==> config.mk <==
export PLATFORM = sky130hd
export DESIGN_NAME = gate_op_arbiter
export DESIGN_NICKNAME = d
export VERILOG_FILES = /design/src/rtl/gate_op_pkg.sv /design/src/rtl/gate_op_unit.sv /design/src/rtl/gate_op_arbiter.sv
export SDC_FILE = /design/constraint.sdc
export NUM_CORES = 1
export LEC_CHECK = 0
export ABC_AREA = 1
export ABC_CLOCK_PERIOD_IN_PS = 3900
export CAP_MARGIN = 20
export CORE_UTILIZATION = 49
export DETAILED_ROUTE_END_ITERATION = 8
export PLACE_DENSITY_LB_ADDON = 0.3
export SLEW_MARGIN = 20
export SYNTH_ARGS = -nofsm -noshare
export SYNTH_HDL_FRONTEND = slang
export SYNTH_SLANG_ARGS = --single-unit
==> constraint.sdc <==
create_clock -name clk_in -period 3.9 [get_ports clk_in]
set_input_delay 0.585 -clock clk_in [delete_from_list [all_inputs] [get_ports clk_in]]
set_output_delay 0.585 -clock clk_in [all_outputs]
set_load 0.05 [all_outputs]
==> src/rtl/gate_op_pkg.sv <==
// Shared definitions for the gate-op arbiter: opcode encodings and the per-bit gate function.
package gate_op_pkg;

  localparam int OP_W = 3;
  localparam int ID_W = 3;

  localparam logic [OP_W-1:0] OP_AND  = 3'd0;
  localparam logic [OP_W-1:0] OP_OR   = 3'd1;
  localparam logic [OP_W-1:0] OP_NAND = 3'd2;
  localparam logic [OP_W-1:0] OP_NOR  = 3'd3;
  localparam logic [OP_W-1:0] OP_XOR  = 3'd4;
  localparam logic [OP_W-1:0] OP_XNOR = 3'd5;
  localparam logic [OP_W-1:0] OP_NOT  = 3'd6;
  localparam logic [OP_W-1:0] OP_BUF  = 3'd7;

  // Single-bit slice of the gate; the unit replicates it across the data width.
  function automatic logic gate_bit(input logic [OP_W-1:0] op, input logic a, input logic b);
    logic y;
    case (op)
      OP_AND:  y = a & b;
      OP_OR:   y = a | b;
      OP_NAND: y = ~(a & b);
      OP_NOR:  y = ~(a | b);
      OP_XOR:  y = a ^ b;
      OP_XNOR: y = ~(a ^ b);
      OP_NOT:  y = ~a;
      default: y = a;
    endcase
    return y;
  endfunction

endpackage

==> src/rtl/gate_op_unit.sv <==
// Purely combinational bitwise gate over DATA_W bits.
module gate_op_unit
  import gate_op_pkg::*;
#(
  parameter int DATA_W = 8
) (
  input  logic [OP_W-1:0]   op,
  input  logic [DATA_W-1:0] a,
  input  logic [DATA_W-1:0] b,
  output logic [DATA_W-1:0] y
);

  for (genvar i = 0; i < DATA_W; i++) begin : g_bit
    assign y[i] = gate_bit(op, a[i], b[i]);
  end

endmodule

==> src/rtl/gate_op_arbiter.sv <==
// Round-robin arbiter sharing one gate_op_unit among NUM_REQ requesters; grant then result one cycle later.
// Optional statistics outputs are enabled by defining GATE_OP_ARBITER_STATS_EN.
module gate_op_arbiter
  import gate_op_pkg::*;
#(
  parameter int NUM_REQ = 4,
  parameter int DATA_W  = 8
) (
  input  logic                      clk_in,
  input  logic                      rst_in,
  input  logic [NUM_REQ-1:0]        req_in,
  input  logic [OP_W*NUM_REQ-1:0]   op_in,
  input  logic [DATA_W*NUM_REQ-1:0] a_in,
  input  logic [DATA_W*NUM_REQ-1:0] b_in,
  output logic [NUM_REQ-1:0]        gnt_out,
  output logic [DATA_W-1:0]         result_out,
  output logic                      valid_out,
  output logic [ID_W-1:0]           valid_id_out,
  output logic                      busy_out
`ifdef GATE_OP_ARBITER_STATS_EN
  ,
  output logic [15:0]               op_count_out,
  output logic [7:0]                op_seen_out
`endif
);

  logic [ID_W-1:0]    ptr;
  logic [NUM_REQ-1:0] req_rot;
  logic [3:0]         win_sum;
  logic [ID_W-1:0]    win;
  logic               any_req;
  logic [OP_W-1:0]    sel_op;
  logic [DATA_W-1:0]  sel_a;
  logic [DATA_W-1:0]  sel_b;

  logic               s1_valid;
  logic [ID_W-1:0]    s1_id;
  logic [OP_W-1:0]    s1_op;
  logic [DATA_W-1:0]  s1_a;
  logic [DATA_W-1:0]  s1_b;
  logic [DATA_W-1:0]  unit_y;

  // Rotate requests so bit 0 is the pointer position; the first set bit is the winner.
  always_comb begin
    req_rot = NUM_REQ'({req_in, req_in} >> ptr);
    any_req = 1'b0;
    win_sum = '0;
    for (int i = 0; i < NUM_REQ; i++) begin
      if (!any_req && req_rot[i]) begin
        any_req = 1'b1;
        win_sum = 4'(ptr) + 4'(i);
      end
    end
    win = (win_sum >= 4'(NUM_REQ)) ? 3'(win_sum - 4'(NUM_REQ)) : 3'(win_sum);
  end

  always_comb begin
    sel_op = '0;
    sel_a  = '0;
    sel_b  = '0;
    for (int i = 0; i < NUM_REQ; i++) begin
      if (win == 3'(i)) begin
        sel_op = op_in[i*OP_W +: OP_W];
        sel_a  = a_in[i*DATA_W +: DATA_W];
        sel_b  = b_in[i*DATA_W +: DATA_W];
      end
    end
  end

  gate_op_unit #(
    .DATA_W(DATA_W)
  ) u_unit (
    .op(s1_op),
    .a (s1_a),
    .b (s1_b),
    .y (unit_y)
  );

  // Stage 1 captures the winner's operands; stage 2 registers the gate output.
  always_ff @(posedge clk_in) begin
    if (rst_in) begin
      ptr          <= '0;
      gnt_out      <= '0;
      s1_valid     <= 1'b0;
      s1_id        <= '0;
      s1_op        <= '0;
      s1_a         <= '0;
      s1_b         <= '0;
      result_out   <= '0;
      valid_out    <= 1'b0;
      valid_id_out <= '0;
    end else begin
      gnt_out  <= '0;
      s1_valid <= 1'b0;
      if (any_req) begin
        gnt_out  <= NUM_REQ'(1) << win;
        s1_valid <= 1'b1;
        s1_id    <= win;
        s1_op    <= sel_op;
        s1_a     <= sel_a;
        s1_b     <= sel_b;
        ptr      <= (win == 3'(NUM_REQ-1)) ? '0 : win + 3'd1;
      end
      valid_out <= s1_valid;
      if (s1_valid) begin
        result_out   <= unit_y;
        valid_id_out <= s1_id;
      end
    end
  end

  assign busy_out = (|req_in) | valid_out;

`ifdef GATE_OP_ARBITER_STATS_EN
  // Counts completed operations alongside stage 2 so it tracks valid_out exactly.
  always_ff @(posedge clk_in) begin
    if (rst_in) begin
      op_count_out <= '0;
      op_seen_out  <= '0;
    end else if (s1_valid) begin
      if (op_count_out != 16'hFFFF) begin
        op_count_out <= op_count_out + 16'd1;
      end
      op_seen_out[s1_op] <= 1'b1;
    end
  end
`endif

endmodule

==> results.md, run 1 <==
* Hold-fix buffers, CTS at 0
* Routed WL per cell at around 13 um
* Layout cells sized above 1 at between 10% and 20%
* Fin. max-slew vios at 0
* Dpl hpwl at 7010 um
* Die ar. at 7670 sq um
* Post-CTS Resized at 0
* Net count, final at 740
* TNS Setup at 0 ns
* Startpoint Class: input pin
* LEAKAGE at approximately 2.2 nW
* RSZ-0062 raised after global routing: no
* CTS Buffer Depth at 2
* Num rows at 30
* Fillers at 606
* Fmax achieved at 0.302 GHz
* Die height at roughly 90 um
* Routed Antenna Nets at 0
* Post-Syn Area at around 3600 sq um
* Final hold viol count at 0
* Via count at 3751
* Num Clock Sinks at 42
* Worst Tran Pin Value at about 0.7 ns
* Most frequent CP cell: nand2_1
* H-tree Lvls at 2
* Worst skew pair latency at between 0.3 and 0.4 ns
* Worst-path cell chain: clkdlybuf4s50_1, inv_1, nand2_2, nand3_2, nand2_4, inv_2, nand2_2, nor2_4, nor2_1, inv_1, nand2_1, nand2_1, inv_1, ha_1, clkinv_1, nand4_1, nand2_1, nand2_1, nand2_1, nand2_1, nand2_1
* Distinct cell type count after synthesis at 34
* WP data arrival at 3.51 ns
* Max-slew headroom at 54.2%
* Ys flop type: dfxtp_1
* Vias per inst at 5.13
* Clock-pin slew on the worst setup and hold paths at 0.08 ns
* Die W at between 80 and 90 um
* Post-DP Area at ~4500 sq um
* Non-Filler Instances at ~730
* CTS root buf: clkbuf_8
* IO Pins at between 90 and 100
* Final core occ at around two thirds
* Vias in the first global route at around 3400
* Ant. Diodes at 0
* Dpl cells at about 720
* Pre-CTS WS at ~0.34 ns
* Leading cell types in the layout, fill and taps excluded: 178 x nand2_1, 98 x clkdlybuf4s50_1, 59 x inv_1, 42 x dfxtp_1, 38 x nand3_1
* Yosys reg bits at 42
* Critical path type: in2reg
* Final setup fails at 0
* Most common cell after layout, fill and taps aside: nand2_1
* First-pass GRT wire length at around 16000 um
* Min cycle time layout at 3.31 ns
* Syn Inst Count at between 500 and 600
* Max Cap Viol at 0
* Setup ws final at ~0.59 ns
* GRT Util Overall at about a quarter
* Post-synth EDFFs at 0
* Area grow syn2layout at 29.4%
* PwrDens at 794 nW/um^2
* Required @ worst endpoint at about 4 ns
* GRT overflow at 0
* Clock Skews at roughly 0.011 ns
* Sequential area share after synthesis at 23.4%
* Fin crit share at a little over four fifths
* Floorplan core area at between 6000 and 7000 sq um
* Pin count of the biggest net entering global routing at 40
* GPL Wtd Cong at roughly 0.88
* CP max-delay cell: clkdlybuf4s50_1
* CTS tree: yes
* Antenna violations before repair at 0
* Total CTS buffers at 5
* Crit path max fanout at 19
* CP Capture Type: flop
* Initial core utilization at around half
* Outcome: completed
* Hold crit path type: reg2reg
* Post-route cell area at roughly 4600 sq um
* Synthesized area per cell at between 6 and 7 sq um
* Initial DRT Pass Iterations at 4
* Pwr Total at 3.68 mW
* Syn. warnings at 0
* Post-CTS Setup Bufs at 0
* Fin Hold WS at approximately 0.47 ns
* Async set-reset flop share out of synthesis at 0%
* Syn_nets at between 600 and 700
* Iteration-0 DRC Markers at 189
* Port buffer count at 98
* Slowest stage delay, CP at 0.52 ns
* Peak supply drop at 0.000413 V
* DRC at 0
* DRT Wirelength at 9290 um
[area by class of cell]
| class | instances | area (sq um) | area share [%] |
|---|---|---|---|
| multi-input combinational | 403 | 2230 | 48.0 |
| timing repair buffer | 102 | 1010 | 21.8 |
| sequential | 42 | 841 | 18.1 |
| inverter | 80 | 305 | 6.58 |
| tap | 96 | 120 | 2.59 |
| clock buffer | 5 | 68.8 | 1.48 |
| clock inverter | 3 | 68.8 | 1.48 |
[worst paths after layout]
path	endpoint	slack, ns	depth (start not counted)	start
setup / recovery	s1_b[3]	0.59	21	req_in[3]
hold / removal	result_out[3]	0.47	2	result_out[3]
setup reg to reg	s1_b[3]	0.72	20	ptr[0]
hold reg to reg	result_out[3]	0.47	2	result_out[3]
[cell usage after synthesis, types with 2 or more instances]
cell type    n  share of area, %
a21oi_1     20               2.8
a221oi_1     8               2.0
buf_12       2               1.1
buf_2        7              0.98
buf_4        3              0.63
buf_6        2              0.63
buf_8        4               1.7
clkbuf_1     3              0.31
clkinv_1     2              0.21
dfxtp_1     42                23
ha_1        24               8.4
inv_1       59               6.2
inv_2       18               1.9
nand2_1    178                19
nand2_2     17               3.0
nand2_4      5               1.6
nand3_1     38               5.3
nand3_2     22               6.1
nand4_1     14               2.4
nand4_2      2              0.70
nor2_1      14               1.5
nor2_4       2              0.63
nor3_1       2              0.28
o21ai_0     36               5.0
o22ai_1     16               2.8
[power breakdown]
group          switching [mW]  internal (mW)
logic                    1.69          0.888
registers               0.124          0.567
clock network           0.162          0.257
total                    1.97           1.71
[critical path, delay by kind of cell]
family,cells,cell delay (ns)
adder cells (fa/ha/maj),1,0.21
AND/OR/NAND/NOR,14,1.39
buffers and inverters,6,1.31
[metal layers]
metal  wire length [um]  share of wire (%)  track usage (%)  up-vias
met1               4380                 47             34.1     1638
met3                638                6.9             4.43        9
li1                   -                  -                -     1950
met4                 87               0.94             5.37        0
met2               4180                 45             41.6      154
met5                  0                  0                0        -
[cells by family after synthesis]
kind of cell	after synthesis	share of synthesized area (%)
AO/OA/AOI/OAI	82	13.0
XOR/XNOR	1	0.244
adder cells (fa/ha/maj)	24	8.37
buffers and inverters	104	14.5
flip-flops	42	23.4
AND/OR/NAND/NOR	296	40.4
[state kept, by name, indices dropped and copies added (netlist names)]
signal and cells:
gnt_out 4, ptr 3, result_out 8, s1_a 8, s1_b 8, s1_id 3
s1_op 3, s1_valid 1, valid_id_out 3, valid_out 1
No activity file was read; power rests on OpenSTA's default activity.
==> run 2: changes to the inputs <==
--- a/config.mk
+++ b/config.mk
@@ -6,9 +6,9 @@
 export NUM_CORES = 1
 export LEC_CHECK = 0
 export ABC_AREA = 1
-export ABC_CLOCK_PERIOD_IN_PS = 3900
+export ABC_CLOCK_PERIOD_IN_PS = 2670
 export CAP_MARGIN = 20
-export CORE_UTILIZATION = 49
+export CORE_UTILIZATION = 45
 export DETAILED_ROUTE_END_ITERATION = 8
 export PLACE_DENSITY_LB_ADDON = 0.3
 export SLEW_MARGIN = 20
==> constraint.sdc (replaced) <==
create_clock -name clk_in -period 2.67 [get_ports clk_in]
set_input_delay 0.4005 -clock clk_in [delete_from_list [all_inputs] [get_ports clk_in]]
set_output_delay 0.4005 -clock clk_in [all_outputs]
set_load 0.05 [all_outputs]
==> run 2 against run 1 <==
Effect of this change: global-route usage down 2.0 points; clock power grew 21%; clock-buffer cell count up 1; clock skew hardly changed; die area increased by 8.7%; flip-flop and latch count did not move; sequential power is 42% higher; critical path type unchanged; largest power group unchanged.
==> results.md, run 2 (same netlist as run 1, synthesis figures left out) <==
* Outcome: completed
* CTS root buf: clkbuf_8
* Most frequent CP cell: nand2_1
* Dpl cells at 753 (+4.1%)
* Leading cell types in the layout, fill and taps excluded: 178 x nand2_1, 96 x clkdlybuf4s50_1, 59 x inv_1, 41 x dfxtp_1, 38 x nand3_1
* Hold crit path type: reg2reg
* Total CTS buffers at 5 (unchanged)
* Dpl hpwl at 7200 um (+2.7%)
* Area grow syn2layout at 35.8%
* Worst Hold Launch: result_out[1]
* Port buffer count at 98 (unchanged)
* Seq pwr share at 17.1% (-1.7 points)
* WP data arrival at 2.77 ns (-0.74 ns)
* Clock-pin slew on the worst setup and hold paths at 0.08 ns (about the same)
* Die W at 91.3 um (+4.3%)
* Most common cell after layout, fill and taps aside: nand2_1
* Fin. max-slew vios at 0 (unchanged)
* Worst Tran Pin Value at 0.644 ns (-0.0415 ns)
* GPL Wtd Cong at 0.939 (+6.6%)
* DRC at 0 (unchanged)
* R2r setup slk at 0.13 ns (-0.59 ns)
* Die height at 91.3 um (+4.3%)
* Floorplan core area at 7730 sq um (+11%)
* Initial DRT Pass Iterations at 5 (+1)
* Fin crit share at 95.9%
* Worst skew pair latency at 0.31 ns (about the same)
* Post-DP Area at 4750 sq um (+5.3%)
* Antenna violations before repair at 0 (unchanged)
* Min cycle time layout at ~2.6 ns
* Pint at 2.80 mW (+63%)
* CP Capture Type: flop
* Comb power frac at 74.0% (+4.1 points)
* Die ar. at 8340 sq um (+8.7%)
* Num rows at 32 (+6.7%)
* Fmax achieved at 0.391 GHz
* Reg-to-Reg Start: ptr[2]
* Routed WL per cell at 12.1 um (-4.6%)
* Non-Filler Instances at 761 (+4.1%)
* IO Pins at 99 (unchanged)
* Vias per inst at 5.04 (-1.8%)
* Initial core utilization at 46.4% (-5.2 points)
* Startpoint Class: input pin
* Endpoint of the worst hold path: result_out[1]
* CP max-delay cell: clkdlybuf4s50_1
* CP Buf/Inv Count at 7 (+1)
* Worst-path cell chain: clkdlybuf4s50_1, inv_1, nand2_2, nand3_2, nand2_4, inv_2, nand2_2, nor2_4, nor2_2, a21oi_1, nand2_1, inv_1, buf_4, ha_1, nand2_2, buf_12, nand2_1, inv_2, nand2_1, nand2_1, nand2_1
* Layout cells sized above 1 at 17.0% (+4.1 points)
* Pin count of the biggest net entering global routing at 40 (unchanged)
* Num Clock Sinks at 42 (unchanged)
* Largest registers: result_out x8, s1_a x8, s1_b x8
* GRT overflow at 0 (unchanged)
* Slowest stage delay, CP at 0.52 ns (about the same)
* CP delay by family, top: buffers and inverters
* Crit path max fanout at 39 (+20)
* Vias in the first global route at 3526 (+4.6%)
* Switch Pwr at 2.94 mW (+49%)
* Worst Hold Depth at 2 (unchanged)
* Sw frac at 51.2% (-2.3 points)
* Iteration-0 DRC Markers at 132 (-30%)
* Clock Skews at 0.0107 ns (-0.000307 ns)
* Reg2Reg Depth at 19 (-5.0%)
* Final hold viol count at 0 (unchanged)
* Max-slew headroom at 56.9% (+2.8 points)
* Critical path type: in2reg
* Via count at 3835 (+2.2%)
* Net count, final at 764 (+3.2%)
* Reg2reg end: s1_b[5]
* Routed Antenna Nets at 0 (unchanged)
* Ant. Diodes at 0 (unchanged)
* CTS Buffer Depth at 2 (unchanged)
* DRT Wirelength at 9220 um (-0.71%)
* Max Cap Viol at 0 (unchanged)
* Peak supply drop at 0.000665 V (+61%)
* LEAKAGE at 2.37 nW (+5.9%)
* TNS Setup at 0 ns (unchanged)
* Required @ worst endpoint at 2.88 ns (-1.22 ns)
* PwrDens at 1180 nW/um^2 (+48%)
* GRT Util Overall at 23.1% (-2.0 points)
* Post-route cell area at 4870 sq um (+5.0%)
* Clk pwr share at 8.8% (-2.6 points)
* Final setup fails at 0 (unchanged)
* CTS tree: yes
* Pwr Total at 5.74 mW (+56%)
* First-pass GRT wire length at 15800 um (+1.7%)
* H-tree Lvls at 2 (unchanged)
## run 2: area by class of cell
cell class | instances | area (sq um)
fill | 691 | 2850
multi-input combinational | 403 | 2250
timing repair buffer | 126 | 1240
sequential | 42 | 842
inverter | 80 | 305
tap | 102 | 128
clock buffer | 6 | 72.6
clock inverter | 2 | 37.5
## run 2: routing by layer
layer | GRT usage [%] | vias to the layer above | wire length [um]
met5 | 0 | - | 0
met2 | 37.9 | 135 | 4200
met3 | 3.43 | 10 | 539
li1 | - | 1992 | -
met4 | 7.54 | 0 | 105
met1 | 30.8 | 1698 | 4380
## run 2: what timing repair did
action | in CTS | in global routing
buffers inserted | 0 | 0
setup endpoints to repair | 0 | 19
hold buffers | 0 | 0
gates resized for setup | 0 | 16
## run 2: worst max-delay path by stage
stage               from       to  slack (ns)  depth (start not counted)
5_1_grt        req_in[0]  s1_b[6]       -0.02                         21
3_5_place_dp   req_in[3]  s1_b[5]       -0.24                         21
3_3_place_gp   req_in[3]  s1_a[2]       -0.20                         21
4_1_cts        req_in[3]  s1_a[2]        0.09                         21
6_report       req_in[0]  s1_b[5]        0.11                         21
2_1_floorplan     ptr[0]  s1_b[0]        0.16                         21
## run 2: worst reg2reg max path: stages, from the launching register on
cell and delay (ns):
dfxtp_1 0.54, inv_2 0.10, nand3_2 0.09, nand2_1 0.05, nand2_1 0.07, nand2_2 0.07
buf_4 0.14, nor3_2 0.20, a21oi_1 0.06, nand2_1 0.08, inv_1 0.06, buf_4 0.14
ha_1 0.21, nand2_2 0.09, buf_12 0.19, nand2_1 0.13, inv_2 0.05, nand2_1 0.05
nand2_1 0.08, nand2_1 0.05
## run 2: power groups by stage
stage	Clock (mW)	Sequential, mW	Combinational, mW
after floorplan	0	1.18	2.80
after global placement	0	0.988	4.10
after detailed placement	0	0.995	4.17
after CTS	0.514	0.980	4.20
after global routing	0.543	1.01	4.78
final	0.506	0.984	4.25
## run 2: metrics by stage
step / hold slack (ns) / utilization, % / worst slack, ns
final: 0.466 / 63.1 / 0.111
after global routing: 0.487 / 63.1 / -0.0174
after CTS: 0.470 / 62.8 / 0.0852
after detailed placement: 0.458 / 61.4 / -0.241
after global placement: 0.452 / 61.4 / -0.197
after floorplan: 0.429 / - / 0.163
==> run 3: changes to the inputs <==
--- a/config.mk
+++ b/config.mk
@@ -6,7 +6,7 @@
 export NUM_CORES = 1
 export LEC_CHECK = 0
 export ABC_AREA = 1
-export ABC_CLOCK_PERIOD_IN_PS = 2670
+export ABC_CLOCK_PERIOD_IN_PS = 2100
 export CAP_MARGIN = 20
 export CORE_UTILIZATION = 45
 export DETAILED_ROUTE_END_ITERATION = 8
==> constraint.sdc (replaced) <==
create_clock -name clk_in -period 2.1 [get_ports clk_in]
set_input_delay 0.315 -clock clk_in [delete_from_list [all_inputs] [get_ports clk_in]]
set_output_delay 0.315 -clock clk_in [all_outputs]
set_load 0.05 [all_outputs]
==> run 3 against run 2 <==
Effect of this change: the flow now finishes with violations (setup timing); non-clock buffer count is 41 higher; first-iteration DRC count grew to 2.5 times the previous value; core utilization is 13 points higher; sequential power is 32% higher; die area stayed put; global-route usage is 6.6 points higher; final cell count is 5.8% higher; critical path depth is 3 lower.
==> results.md, run 3 (same netlist as run 1, synthesis figures left out) <==
* Worst skew pair latency at 0.31 ns (about the same)
* CTS root buf: clkbuf_8
* DRC at 0 (unchanged)
* Final core occ at 75.9% (+13 points)
* CP delay by family, top: simple AND/OR/NAND/NOR gates
* Via count at 4456 (+16%)
* Clock-pin slew on the worst setup and hold paths at 0.09 ns (about the same)
* Max Cap Viol at 0 (unchanged)
* Seq pwr share at 12.9% (-4.2 points)
* Fin crit share at 122%
* Largest registers: result_out x8, s1_a x8, s1_b x8
* Critical path type: reg2reg
* Dpl cells at 763 (+1.3%)
* PwrDens at 1720 nW/um^2 (+46%)
* Initial core utilization at 46.4% (unchanged)
* Total CTS buffers at 5 (unchanged)
* Initial DRT Pass Iterations at 5 (unchanged)
* CP Buf/Inv Count at 3 (-4)
* Hold crit path type: reg2reg
* Crit path max fanout at 6 (-85%)
* Vias per inst at 5.54 (+9.8%)
* LEAKAGE at 2.75 nW (+16%)
* Clock Skews at 0.00844 ns (-0.00229 ns)
* Floorplan core area at 7730 sq um (unchanged)
* Pin count of the biggest net entering global routing at 21 (-48%)
* Pint at 4.91 mW (+75%)
* Die W at 91.3 um (unchanged)
* Setup ws final at -0.470 ns (-0.581 ns)
* Vias in the first global route at 4141 (+17%)
* RSZ-0062 raised after global routing: yes
* Worst Tran Pin Value at 0.618 ns (-0.0254 ns)
* CTS tree: yes
* Num rows at 32 (unchanged)
* Slowest stage delay, CP at 0.47 ns (-0.05 ns)
* Num Clock Sinks at 42 (unchanged)
* Comb power frac at 81.5% (+7.5 points)
* Peak supply drop at 0.00112 V (+68%)
* Max-slew headroom at 58.6% (+1.7 points)
* Routed Antenna Nets at 0 (unchanged)
* Fillers at 503 (-27%)
* GPL Wtd Cong at 0.864 (-8.1%)
* Area grow syn2layout at 63.5%
* CP Capture Type: flop
* Layout cells sized above 1 at 27.9% (+11 points)
* Startpoint Class: flop
* Violated checks: setup timing
* Required @ worst endpoint at 2.31 ns (-0.57 ns)
* Port buffer count at 98 (unchanged)
* Final hold viol count at 0 (unchanged)
* Switch Pwr at 5.20 mW (+77%)
* DRT Wirelength at 13500 um (+47%)
* Fin. max-slew vios at 0 (unchanged)
* Dpl hpwl at 8180 um (+14%)
* Outcome: complete, but fails checks
* CTS Buffer Depth at 2 (unchanged)
* H-tree Lvls at 2 (unchanged)
* First-pass GRT wire length at 19700 um (+25%)
* Min cycle time layout at 2.57 ns
* Net count, final at 808 (+5.8%)
* Pwr Total at 10.1 mW (+76%)
* GRT Util Overall at 29.6% (+6.6 points)
* CP max-delay cell: dfxtp_4
* Final setup fails at 24 (+24)
* Sw frac at 51.4% (+0.20 points)
* Ant. Diodes at 0 (unchanged)
* WP data arrival at 2.78 ns (about the same)
* GRT overflow at 0 (unchanged)
* Most common cell after layout, fill and taps aside: nand2_1
* IO Pins at 99 (unchanged)
* Die height at 91.3 um (unchanged)
* Clk pwr share at 5.6% (-3.2 points)
* Routed WL per cell at 16.8 um (+39%)
* Die ar. at 8340 sq um (unchanged)
* Fmax achieved at 0.389 GHz
* Worst-path cell chain: nand2_2, nand3_4, nand2_8, nor2_4, nand2_1, nand3_2, o21ai_4, o21ai_4, inv_4, ha_4, buf_12, buf_6, nand3_1, o21ai_1, nand2_1, nand2_1, nand2_1, nand2_1
* Antenna violations before repair at 0 (unchanged)
* Non-Filler Instances at 805 (+5.8%)
* Most frequent CP cell: nand2_1
* Leading cell types in the layout, fill and taps excluded: 168 x nand2_1, 93 x clkdlybuf4s50_1, 51 x inv_1, 40 x buf_4, 39 x dfxtp_1
* Iteration-0 DRC Markers at 334 (+150%)
[run 3: cell types whose count changed in the layout (fill, tap and decap cells not counted), moves of 5 or more]
cell,change
buf_6,+8
ha_4,+5
o21ai_0,-17
inv_1,-8
nand3_1,-9
nand2_1,-10
buf_12,+11
nand2_4,+5
nand3_4,+7
buf_4,+15
o21ai_1,+13
[run 3: what timing repair did]
action,4_1_cts,5_1_grt
setup buffers,15,11
gates resized for setup,70,30
pin swaps,46,24
hold buffers,0,0
hold endpoints to repair,0,0
endpoints found under the setup margin,20,24
cloned,7,4
[run 3: worst paths after layout]
path / depth (start not counted) / endpoint / slack (ns) / startpoint
setup / recovery: 18 / s1_a[6] / -0.47 / ptr[0]
setup reg to reg: 18 / s1_a[6] / -0.47 / ptr[0]
hold reg to reg: 2 / result_out[4] / 0.47 / result_out[4]
hold / removal: 2 / result_out[4] / 0.47 / result_out[4]
[run 3: stage by stage]
stage / instance area [sq um] / TNS (ns) / hold slack, ns / setup slack (ns)
5_1_grt: 5870 / -8.89 / 0.481 / -0.556
3_3_place_gp: 5020 / -11.49 / 0.453 / -0.567
4_1_cts: 5570 / -2.68 / 0.470 / -0.174
2_1_floorplan: 3740 / -0.0944 / 0.425 / -0.00678
3_5_place_dp: 5020 / -13.96 / 0.455 / -0.675
6_report: 5870 / -6.98 / 0.467 / -0.470
[run 3: layout make-up]
class | instances | area [sq um] | area share (%)
multi-input combinational | 403 | 2590 | 44.2
timing repair buffer | 167 | 1840 | 31.4
sequential | 42 | 847 | 14.4
inverter | 80 | 333 | 5.67
tap | 102 | 128 | 2.18
clock buffer | 5 | 68.8 | 1.17
timing repair inverter | 3 | 28.8 | 0.491
clock inverter | 3 | 25.0 | 0.427
[run 3: worst min-delay path: stages (launching register included)]
cell     delay (ns)
dfxtp_1        0.32
nand2_1        0.06
a21oi_1        0.05
[run 3: layer usage]
| layer | routed length, um | GRT usage (%) |
|---|---|---|
| met2 | 6650 | 51.3 |
| met4 | 524 | 12.0 |
| met5 | 0 | 0 |
| met3 | 921 | 5.03 |
| met1 | 5450 | 36.3 |
[run 3: power groups by stage]
stage	combinational, mW	sequential [mW]	clock (mW)
final	8.24	1.30	0.570
after global routing	8.79	1.33	0.606
after CTS	7.30	1.30	0.573
after detailed placement	5.92	1.30	0
after global placement	5.74	1.29	0
after floorplan	4.00	1.50	0
